===== src/rtl/keypad_scanner.sv =====
// Row-scanning matrix keypad controller: drives one active-low row at a time,
// debounces press and release of a single key and reports its scan code.
module keypad_scanner #(
  parameter int ROWS            = 4,
  parameter int COLS            = 4,
  parameter int SCAN_CYCLES     = 4,
  parameter int DEBOUNCE_CYCLES = 8,
  parameter int CODE_W          = $clog2(ROWS * COLS)
) (
  input  logic              clk,
  input  logic              rst,
  input  logic [COLS-1:0]   kc,
  output logic [ROWS-1:0]   kr,
  output logic              press,
  output logic [CODE_W-1:0] scan_code,
  output logic              key_valid
);

  localparam int RW = $clog2(ROWS);
  localparam int CW = $clog2(COLS);
  localparam int DW = (SCAN_CYCLES > 1) ? $clog2(SCAN_CYCLES) : 1;
  localparam int BW = (DEBOUNCE_CYCLES > 1) ? $clog2(DEBOUNCE_CYCLES) : 1;

  localparam logic [DW-1:0]   DWELL_LAST = DW'(SCAN_CYCLES - 1);
  localparam logic [BW-1:0]   DEB_LAST   = BW'(DEBOUNCE_CYCLES - 1);
  localparam logic [RW-1:0]   ROW_LAST   = RW'(ROWS - 1);
  localparam logic [ROWS-1:0] KR_RESET   = {{(ROWS-1){1'b1}}, 1'b0};

  typedef enum logic [1:0] {
    SCAN,
    DEBOUNCE_P,
    HELD,
    DEBOUNCE_R
  } state_e;

  state_e            state_q, state_d;
  logic [RW-1:0]     row_q, row_d;
  logic [ROWS-1:0]   kr_q, kr_d;
  logic [DW-1:0]     dwell_q, dwell_d;
  logic [BW-1:0]     cnt_q, cnt_d;
  logic [CW-1:0]     cand_col_q, cand_col_d;
  logic [COLS-1:0]   cand_pat_q, cand_pat_d;
  logic              entered_q, entered_d;
  logic              press_q, press_d;
  logic [CODE_W-1:0] scan_code_q, scan_code_d;
  logic              key_valid_q, key_valid_d;

  logic [COLS-1:0]   low_bits;
  logic              col_single;
  logic [CW-1:0]     low_col;
  logic [RW-1:0]     row_nxt;
  logic [ROWS-1:0]   kr_nxt;
  logic [CODE_W-1:0] code;

  // Exactly one column low is a one-hot test on the inverted sense lines.
  always_comb begin
    low_bits   = ~kc;
    col_single = (low_bits != '0) && ((low_bits & (low_bits - 1'b1)) == '0);
    low_col    = '0;
    for (int unsigned c = 0; c < COLS; c++) begin
      if (low_bits[c]) low_col = CW'(c);
    end
  end

  always_comb begin
    row_nxt = (row_q == ROW_LAST) ? '0 : row_q + 1'b1;
    kr_nxt  = '1;
    for (int unsigned r = 0; r < ROWS; r++) begin
      kr_nxt[r] = (row_nxt != RW'(r));
    end
    code = CODE_W'(int'(row_q) * COLS + int'(cand_col_q));
  end

  always_comb begin
    state_d     = state_q;
    row_d       = row_q;
    kr_d        = kr_q;
    dwell_d     = dwell_q;
    cnt_d       = cnt_q;
    cand_col_d  = cand_col_q;
    cand_pat_d  = cand_pat_q;
    entered_d   = 1'b0;
    press_d     = press_q;
    scan_code_d = scan_code_q;
    key_valid_d = 1'b0;

    // Accepted-key outputs are registered off the first cycle spent in HELD.
    if (entered_q) begin
      key_valid_d = 1'b1;
      press_d     = 1'b1;
      scan_code_d = code;
    end

    unique case (state_q)
      SCAN: begin
        if (dwell_q == DWELL_LAST) begin
          dwell_d = '0;
          if (col_single) begin
            state_d    = DEBOUNCE_P;
            cnt_d      = '0;
            cand_col_d = low_col;
            cand_pat_d = kc;
          end else begin
            row_d = row_nxt;
            kr_d  = kr_nxt;
          end
        end else begin
          dwell_d = dwell_q + 1'b1;
        end
      end
      DEBOUNCE_P: begin
        if (kc == cand_pat_q) begin
          if (cnt_q == DEB_LAST) begin
            state_d   = HELD;
            entered_d = 1'b1;
          end else begin
            cnt_d = cnt_q + 1'b1;
          end
        end else begin
          state_d = SCAN;
          dwell_d = '0;
        end
      end
      HELD: begin
        if (kc[cand_col_q]) begin
          state_d = DEBOUNCE_R;
          cnt_d   = '0;
        end
      end
      DEBOUNCE_R: begin
        if (!kc[cand_col_q]) begin
          state_d = HELD;
        end else if (cnt_q == DEB_LAST) begin
          state_d = SCAN;
          press_d = 1'b0;
          row_d   = row_nxt;
          kr_d    = kr_nxt;
          dwell_d = '0;
        end else begin
          cnt_d = cnt_q + 1'b1;
        end
      end
      default: state_d = SCAN;
    endcase
  end

  always_ff @(posedge clk) begin
    if (rst) begin
      state_q     <= SCAN;
      row_q       <= '0;
      kr_q        <= KR_RESET;
      dwell_q     <= '0;
      cnt_q       <= '0;
      cand_col_q  <= '0;
      cand_pat_q  <= '1;
      entered_q   <= 1'b0;
      press_q     <= 1'b0;
      scan_code_q <= '0;
      key_valid_q <= 1'b0;
    end else begin
      state_q     <= state_d;
      row_q       <= row_d;
      kr_q        <= kr_d;
      dwell_q     <= dwell_d;
      cnt_q       <= cnt_d;
      cand_col_q  <= cand_col_d;
      cand_pat_q  <= cand_pat_d;
      entered_q   <= entered_d;
      press_q     <= press_d;
      scan_code_q <= scan_code_d;
      key_valid_q <= key_valid_d;
    end
  end

  assign kr        = kr_q;
  assign press     = press_q;
  assign scan_code = scan_code_q;
  assign key_valid = key_valid_q;

endmodule

===== config.mk =====
export PLATFORM = sky130hd
export DESIGN_NAME = keypad_scanner
export DESIGN_NICKNAME = d
export VERILOG_FILES = /design/src/rtl/keypad_scanner.sv
export SDC_FILE = /design/constraint.sdc
export NUM_CORES = 1
export LEC_CHECK = 0
export ABC_CLOCK_PERIOD_IN_PS = 2570
export CAP_MARGIN = 20
export CORE_UTILIZATION = 55
export CTS_BUF_LIST = sky130_fd_sc_hd__clkbuf_16
export DETAILED_ROUTE_END_ITERATION = 10
export GPL_TIMING_DRIVEN = 1
export MAX_ROUTING_LAYER = met4
export PLACE_DENSITY_LB_ADDON = 0.15
export SETUP_SLACK_MARGIN = 0.4
export SLEW_MARGIN = 20
export SYNTH_ARGS = -nofsm -noshare
export SYNTH_HDL_FRONTEND = slang
export SYNTH_SLANG_ARGS = --single-unit

===== constraint.sdc =====
create_clock -name clk -period 2.57 [get_ports clk]
set_clock_uncertainty 0.15 [all_clocks]
set_input_delay 0.514 -clock clk [delete_from_list [all_inputs] [get_ports clk]]
set_output_delay 0.514 -clock clk [all_outputs]
set_load 0.02 [all_outputs]

==> results of run 1 <==
worst paths after layout:
path | startpoint | end | slack (ns) | cells past startpoint
max | dwell_q[0] | cnt_q[0] | 0.45 | 6
max reg2reg | dwell_q[0] | cnt_q[0] | 0.45 | 6
min | kr[0] | kr[0] | 0.31 | 2
min reg2reg | kr[0] | kr[0] | 0.31 | 2
registers in the layout (all words and copies together) (netlist names):
| register | flops |
|---|---|
| scan_code | 4 |
| cand_col_q | 2 |
| state_q | 2 |
| cand_pat_q | 4 |
| dwell_q | 2 |
| entered_q | 1 |
| key_valid | 1 |
| row_q | 2 |
| cnt_q | 3 |
| kr | 4 |
| press | 1 |
per-layer routing:
layer  vias to the layer above  wire [um]
met2                        46       1735
met1                       603       1368
met5                         -          0
met3                        10        179
li1                        590          -
met4                         0         97
stage by stage:
stage,util,TNS (ns),instances,setup slack [ns],hold WS [ns]
floorplan,-,0,149,0.4060,0.2995
global placement,0.7151,-0.3821,197,-0.07626,0.2962
detailed placement,0.7151,-1.123,197,-0.1588,0.3016
CTS,0.7827,0,205,0.4029,0.3122
global route,0.7876,0,208,0.3898,0.3323
finish,0.7876,0,208,0.4456,0.3069
synth_stat cells, drive strengths merged, types with 2 or more instances:
cell    number  share of area
nand4b       4          0.025
mux2i        9          0.065
a21boi       2          0.013
a211o        7          0.044
o21ai        5          0.018
nor2b        4          0.018
dfxtp       26           0.37
clkbuf       6          0.016
xor2         4          0.025
buf          4          0.020
a21bo        2          0.014
inv         10          0.027
a21oi        8          0.029
ha          11          0.099
nor4         2          0.020
nor2        18          0.048
nand3        2         0.0072
a211oi       2          0.011
nand2        5          0.015
kinds of logic (layout without fill, tap and decap cells):
family                     count (synthesis)  count (layout)
adders and majority gates                 11              11
DFF                                       26              26
muxes                                     11              11
AOI/OAI and AO/OA                         35              36
buffers and inverters                     20              50
and+or+nand+nor                           41              41
xor gates and xnor gates                   5               5
report_power, final:
group          switching (mW)  internal [mW]  total [mW]
sequential             0.0479          0.459       0.507
combinational           0.260          0.261       0.521
clock                   0.148          0.310       0.458
total                   0.456           1.03        1.49
cell type report:
class / count / area, um^2
clock buffer: 3 / 75.07
clock inverter: 1 / 30.03
fill: 153 / 488.0
inverter: 10 / 37.54
multi-input combinational: 104 / 823.3
sequential: 26 / 520.5
tap: 28 / 35.03
timing repair buffer: 36 / 287.8
what timing repair did:
action                                  in CTS  in global routing
cloned                                       1                  0
setup buffers                                3                  3
endpoints found under the setup margin      18                 11
resized for setup                           11                 11
pin swaps                                    4                  7
worst max-delay path, delay by kind of cell (launching register included):
family          cells  cell delay, ns
fa+ha+maj           1            0.27
simple gates        2            0.54
flops               1            0.39
compound gates      3            0.70
==> flow_metrics.py, run 1 <==
metrics = {
    "status": {
        "outcome": "finished clean",
    },
    "finish": {
        "final_cell_mix": "26 x dfxtp_1, 21 x buf_4, 18 x nor2_1",
        "final_common_cell": "dfxtp_1",
        "layout.nets": 198,
        "areaGrowthSynthToFinish_pct": 29.69,
        "drive_gt1_frac": 0.2278,
        "finalInstanceArea_um2": 1809,
        "n_antenna_cell": 0,
    },
    "critical_path": {
        "critPathMaxFanout": 5,
        "critical_path_class": "reg -> reg",
        "slowest_delay_ns": 0.43,
        "cp.required_ns": 2.61,
        "cp_cell_sequence": "ha_1, nand3_1, o21a_1, a221o_1, or4_1, a21oi_2",
        "slowest_stage": "or4_1",
        "arrival_ns": 2.17,
        "critPathCaptureType": "flip-flop",
        "worstSetupStartpointType": "flip-flop",
    },
    "drt": {
        "drt-initial-drc-count": 28,
        "routed_wirelength_um": 3380,
        "post_drt_wl_per_cell_um": 16.25,
        "via_count": 1249,
        "ant_nets": 0,
        "drc": 0,
        "routed_via_density": 6.005,
        "drtPass1Iterations": 4,
    },
    "floorplanning": {
        "fp.dieH_um": 52.37,
        "rows": 17,
        "start_util": 0.6073,
        "ios": 16,
        "core_um2": 2297,
        "die_x_um": 52.37,
        "die-area_um2": 2742,
    },
    "place": {
        "place_hpwl_um": 2045,
        "port_buffers": 15,
        "place_area_um2": 1643,
        "place.gp.congestion": 0.8457,
    },
    "cts": {
        "cts_num_sinks": 26,
        "hold_buffers": 0,
        "worstSkewPairLatency_ns": 0.27,
        "tritoncts": "built",
        "root_buffer": "clkbuf_16",
        "clk_path_buf_depth": 2,
        "cts_buffers": 3,
        "clkTransAtPathRegs_ns": 0.07,
        "htree_levels": 1,
    },
    "timing": {
        "fmax_mhz": 470.7,
        "hold_viol_final": 0,
        "slew_headroom": 0.6781,
        "period_share": 0.8266,
        "setup_viol": 0,
        "drv_slew": 0,
        "rsz0062_at_grt": "yes",
        "fin_crit_ns": 2.124,
        "tightest_slew_ns": 0.4813,
    },
    "global_routing": {
        "use_met1": 0.3179,
        "antenna_found_initial": 0,
        "grt.overflow.total": 0,
        "met3_usage": 0.06087,
        "track_usage": 0.2783,
        "grtUsageMet2": 0.4810,
        "grt_pass1_vias": 1133,
        "top_usage_layer": "met2",
        "grt_pass1_wl_um": 5285,
        "grt_max_degree": 17,
    },
    "synth": {
        "synth_seq_cells": 26,
        "ys_warn_count": 0,
        "syn_inst": 149,
        "ys_seq_area_frac": 0.3731,
        "synthAdderAreaFrac": 0.09865,
        "synthArstFlopShare": 0,
        "synthesis.area_um2": 1395,
        "synth_simple_gate_area_frac": 0.1605,
        "synth_flop_cell": "dfxtp_1",
        "synth_nets": 166,
        "synth_cell_types": 43,
        "synth_top_family_by_area": "compound AO/OA/AOI/OAI gates",
        "synth_xor_area_frac": 0.03139,
        "synth_compound_area_frac": 0.1848,
        "synth_edf_count": 0,
        "avgSynthCellArea_um2": 9.363,
        "synth_mux_area_frac": 0.08879,
    },
    "job": {
        "cap_violations": 0,
    },
    "power": {
        "power_mw": 1.487,
        "irDropWorstVdd_uv": 682.0,
        "powerDensity_nw_per_um2": 821.6,
        "power_leakage_nw": 0.7489,
    },
    "worst_hold_path": {
        "hold_path_class": "reg -> reg",
    },
}
Note: power is estimated with default switching activity, not from simulation.
==> run 2: changes to the inputs <==
--- a/config.mk
+++ b/config.mk
@@ -5,9 +5,9 @@
 export SDC_FILE = /design/constraint.sdc
 export NUM_CORES = 1
 export LEC_CHECK = 0
-export ABC_CLOCK_PERIOD_IN_PS = 2570
+export ABC_CLOCK_PERIOD_IN_PS = 1860
 export CAP_MARGIN = 20
-export CORE_UTILIZATION = 55
+export CORE_UTILIZATION = 49
 export CTS_BUF_LIST = sky130_fd_sc_hd__clkbuf_16
 export DETAILED_ROUTE_END_ITERATION = 10
 export GPL_TIMING_DRIVEN = 1
==> constraint.sdc (replaced) <==
create_clock -name clk -period 1.86 [get_ports clk]
set_clock_uncertainty 0.15 [all_clocks]
set_input_delay 0.372 -clock clk [delete_from_list [all_inputs] [get_ports clk]]
set_output_delay 0.372 -clock clk [all_outputs]
set_load 0.02 [all_outputs]
==> run 2 against run 1 <==
- the flow now finishes with violations (setup timing)
- final cell count up 7.2%
- combinational power up 59%
- routed wire length up 15%
- sequential share of layout area down 3.2 points
- worst setup slack worse by 0.58 ns
- clock-buffer cell count unchanged
- sequential cell count unchanged
- final area up 14%
- clock power up 38%
- utilization up 0.90 points
- global-route usage down 1.6 points
- critical endpoint is now state_q[1]
==> flow_metrics.py, run 2 (synthesis gave the netlist of run 1 again) <==
metrics = {
    "power": {
        "p_seq_frac": 0.326,
        "power_mw": 2.168,
        "powerDensity_nw_per_um2": 1051,
        "irDropWorstVdd_uv": 907.9,
        "switching_share": 0.3155,
        "pwr-share-comb": 0.383,
        "p_clk_frac": 0.291,
        "intPower_mw": 1.484,
        "power.switching_uw": 683.9,
        "power_leakage_nw": 0.8620,
    },
    "floorplanning": {
        "fp.dieH_um": 55.36,
        "core_um2": 2590,
        "rows": 18,
        "die_x_um": 55.36,
        "die-area_um2": 3065,
        "ios": 16,
        "start_util": 0.5386,
    },
    "timing": {
        "fmax_mhz": 500.3,
        "rsz0062_at_grt": "yes",
        "period_share": 1.075,
        "drv_slew": 0,
        "hold_viol_final": 0,
        "slew_headroom": 0.6973,
        "setup_viol": 11,
        "worst_slack_ns": -0.1387,
        "tightest_slew_ns": 0.4527,
        "fin_crit_ns": 1.999,
    },
    "cts": {
        "clk_path_buf_depth": 2,
        "root_buffer": "clkbuf_16",
        "tritoncts": "built",
        "htree_levels": 1,
        "hold_buffers": 0,
        "cts_buffers": 3,
        "cts_num_sinks": 26,
        "worstSkewPairLatency_ns": 0.26,
        "clkTransAtPathRegs_ns": 0.07,
    },
    "drt": {
        "drtPass1Iterations": 4,
        "ant_nets": 0,
        "drt-initial-drc-count": 28,
        "routed_wirelength_um": 3890,
        "via_count": 1328,
        "routed_via_density": 5.955,
        "drc": 0,
        "post_drt_wl_per_cell_um": 17.44,
    },
    "finish": {
        "final_cell_mix": "29 x buf_4, 21 x dfxtp_1, 18 x nor2_1",
        "n_antenna_cell": 0,
        "areaGrowthSynthToFinish_pct": 47.89,
        "drive_gt1_frac": 0.4197,
        "final_common_cell": "buf_4",
        "fillers": 156,
        "layout.nets": 211,
        "fin_cells": 223,
    },
    "critical_path": {
        "cp.required_ns": 1.86,
        "worstSetupStartpointType": "flip-flop",
        "reg2reg_slack_ns": -0.14,
        "worst-r2r-cell-count": 6,
        "timing.rr.start": "cand_col_q[0]",
        "critPathCaptureType": "flip-flop",
        "critPathMaxFanout": 3,
        "critical_path_class": "reg -> reg",
        "endpoint": "state_q[1]",
        "crit_path_start": "cand_col_q[0]",
        "arrival_ns": 2.00,
        "r2r-end": "state_q[1]",
    },
    "place": {
        "port_buffers": 15,
        "placed_cells": 210,
        "place_hpwl_um": 2216,
        "place.gp.congestion": 0.8571,
    },
    "global_routing": {
        "grt_max_degree": 16,
        "antenna_found_initial": 0,
        "grt_pass1_vias": 1344,
        "grt.overflow.total": 0,
        "grt_pass1_wl_um": 6223,
        "track_usage": 0.2620,
    },
    "status": {
        "outcome": "finished with violations",
        "violations": "setup timing",
    },
    "worst_hold_path": {
        "hold_path_class": "in -> reg",
    },
    "job": {
        "cap_violations": 0,
    },
}
run 2: cell count changes in the layout (fill, tap and decap cells not counted), moves of 2 or more:
cell / before / now
xor2_1: 4 / 1
dfxtp_1: 26 / 21
ha_2: 1 / 3
ha_1: 10 / 6
clkbuf_2: 2 / 5
clkdlybuf4s15_1: 0 / 4
clkdlybuf4s50_1: 11 / 1
dfxtp_2: 0 / 5
buf_4: 21 / 29
o21ai_0: 3 / 1
buf_6: 0 / 5
xor2_2: 0 / 2
ha_4: 0 / 2
run 2: worst min path at each step:
stage | from | endpoint | slack (ns) | cells after the start
2_1_floorplan | cand_col_q[1] | cand_col_q[1] | 0.30 | 2
3_3_place_gp | kr[0] | kr[0] | 0.29 | 2
3_5_place_dp | kr[0] | kr[0] | 0.30 | 2
4_1_cts | kr[0] | kr[0] | 0.30 | 2
5_1_grt | kc[3] | cand_col_q[1] | 0.33 | 3
6_report | kc[3] | cand_col_q[1] | 0.32 | 3
run 2: power groups by stage:
stage / clock, mW / combinational [mW] / sequential, mW
floorplan: 0 / 0.408 / 0.733
global placement: 0 / 0.672 / 0.692
detailed placement: 0 / 0.692 / 0.701
CTS: 0.635 / 0.754 / 0.698
global route: 0.665 / 0.898 / 0.716
finish: 0.630 / 0.830 / 0.708
run 2: layer usage:
metal  vias up  track usage  wire length [um]
met5         -            -                 0
met4         0      0.09286                64
met3        10      0.04215               171
met2        46       0.4836              2054
met1       658       0.2803              1599
li1        614            -                 -
run 2: layout make-up:
type | instances | area (um^2) | share of cell area
Multi-Input combinational cell | 104 | 950.9 | 0.4609
Sequential cell | 26 | 526.8 | 0.2553
Timing Repair Buffer | 49 | 405.4 | 0.1965
Clock buffer | 3 | 75.07 | 0.03639
Inverter | 10 | 37.54 | 0.01819
Tap cell | 30 | 37.54 | 0.01819
Clock inverter | 1 | 30.03 | 0.01455
run 2: stage by stage:
step	setup TNS (ns)	utilization	area (um^2)	setup WS (ns)	hold WS (ns)
4_1_cts	-0.6095	0.7623	1974	-0.1113	0.3046
5_1_grt	-1.410	0.7966	2063	-0.1777	0.3312
2_1_floorplan	-0.4117	-	1446	-0.09035	0.3040
3_5_place_dp	-11.66	0.6783	1757	-0.7281	0.2980
6_report	-0.9404	0.7966	2063	-0.1387	0.3228
3_3_place_gp	-10.47	0.6783	1757	-0.6475	0.2935
run 2: repair_timing:
item,CTS,global route
endpoints found under the setup margin,31,30
resized for setup,48,34
gates cloned,2,0
pin swaps,6,7
buffers inserted,4,3
run 2: worst max-delay path, cell delays in order, from the launching register on:
cell and delay, ns:
dfxtp_2 0.35, mux4_2 0.57, buf_6 0.15, buf_6 0.11
a22oi_2 0.16, o21ai_2 0.10, mux2_4 0.30
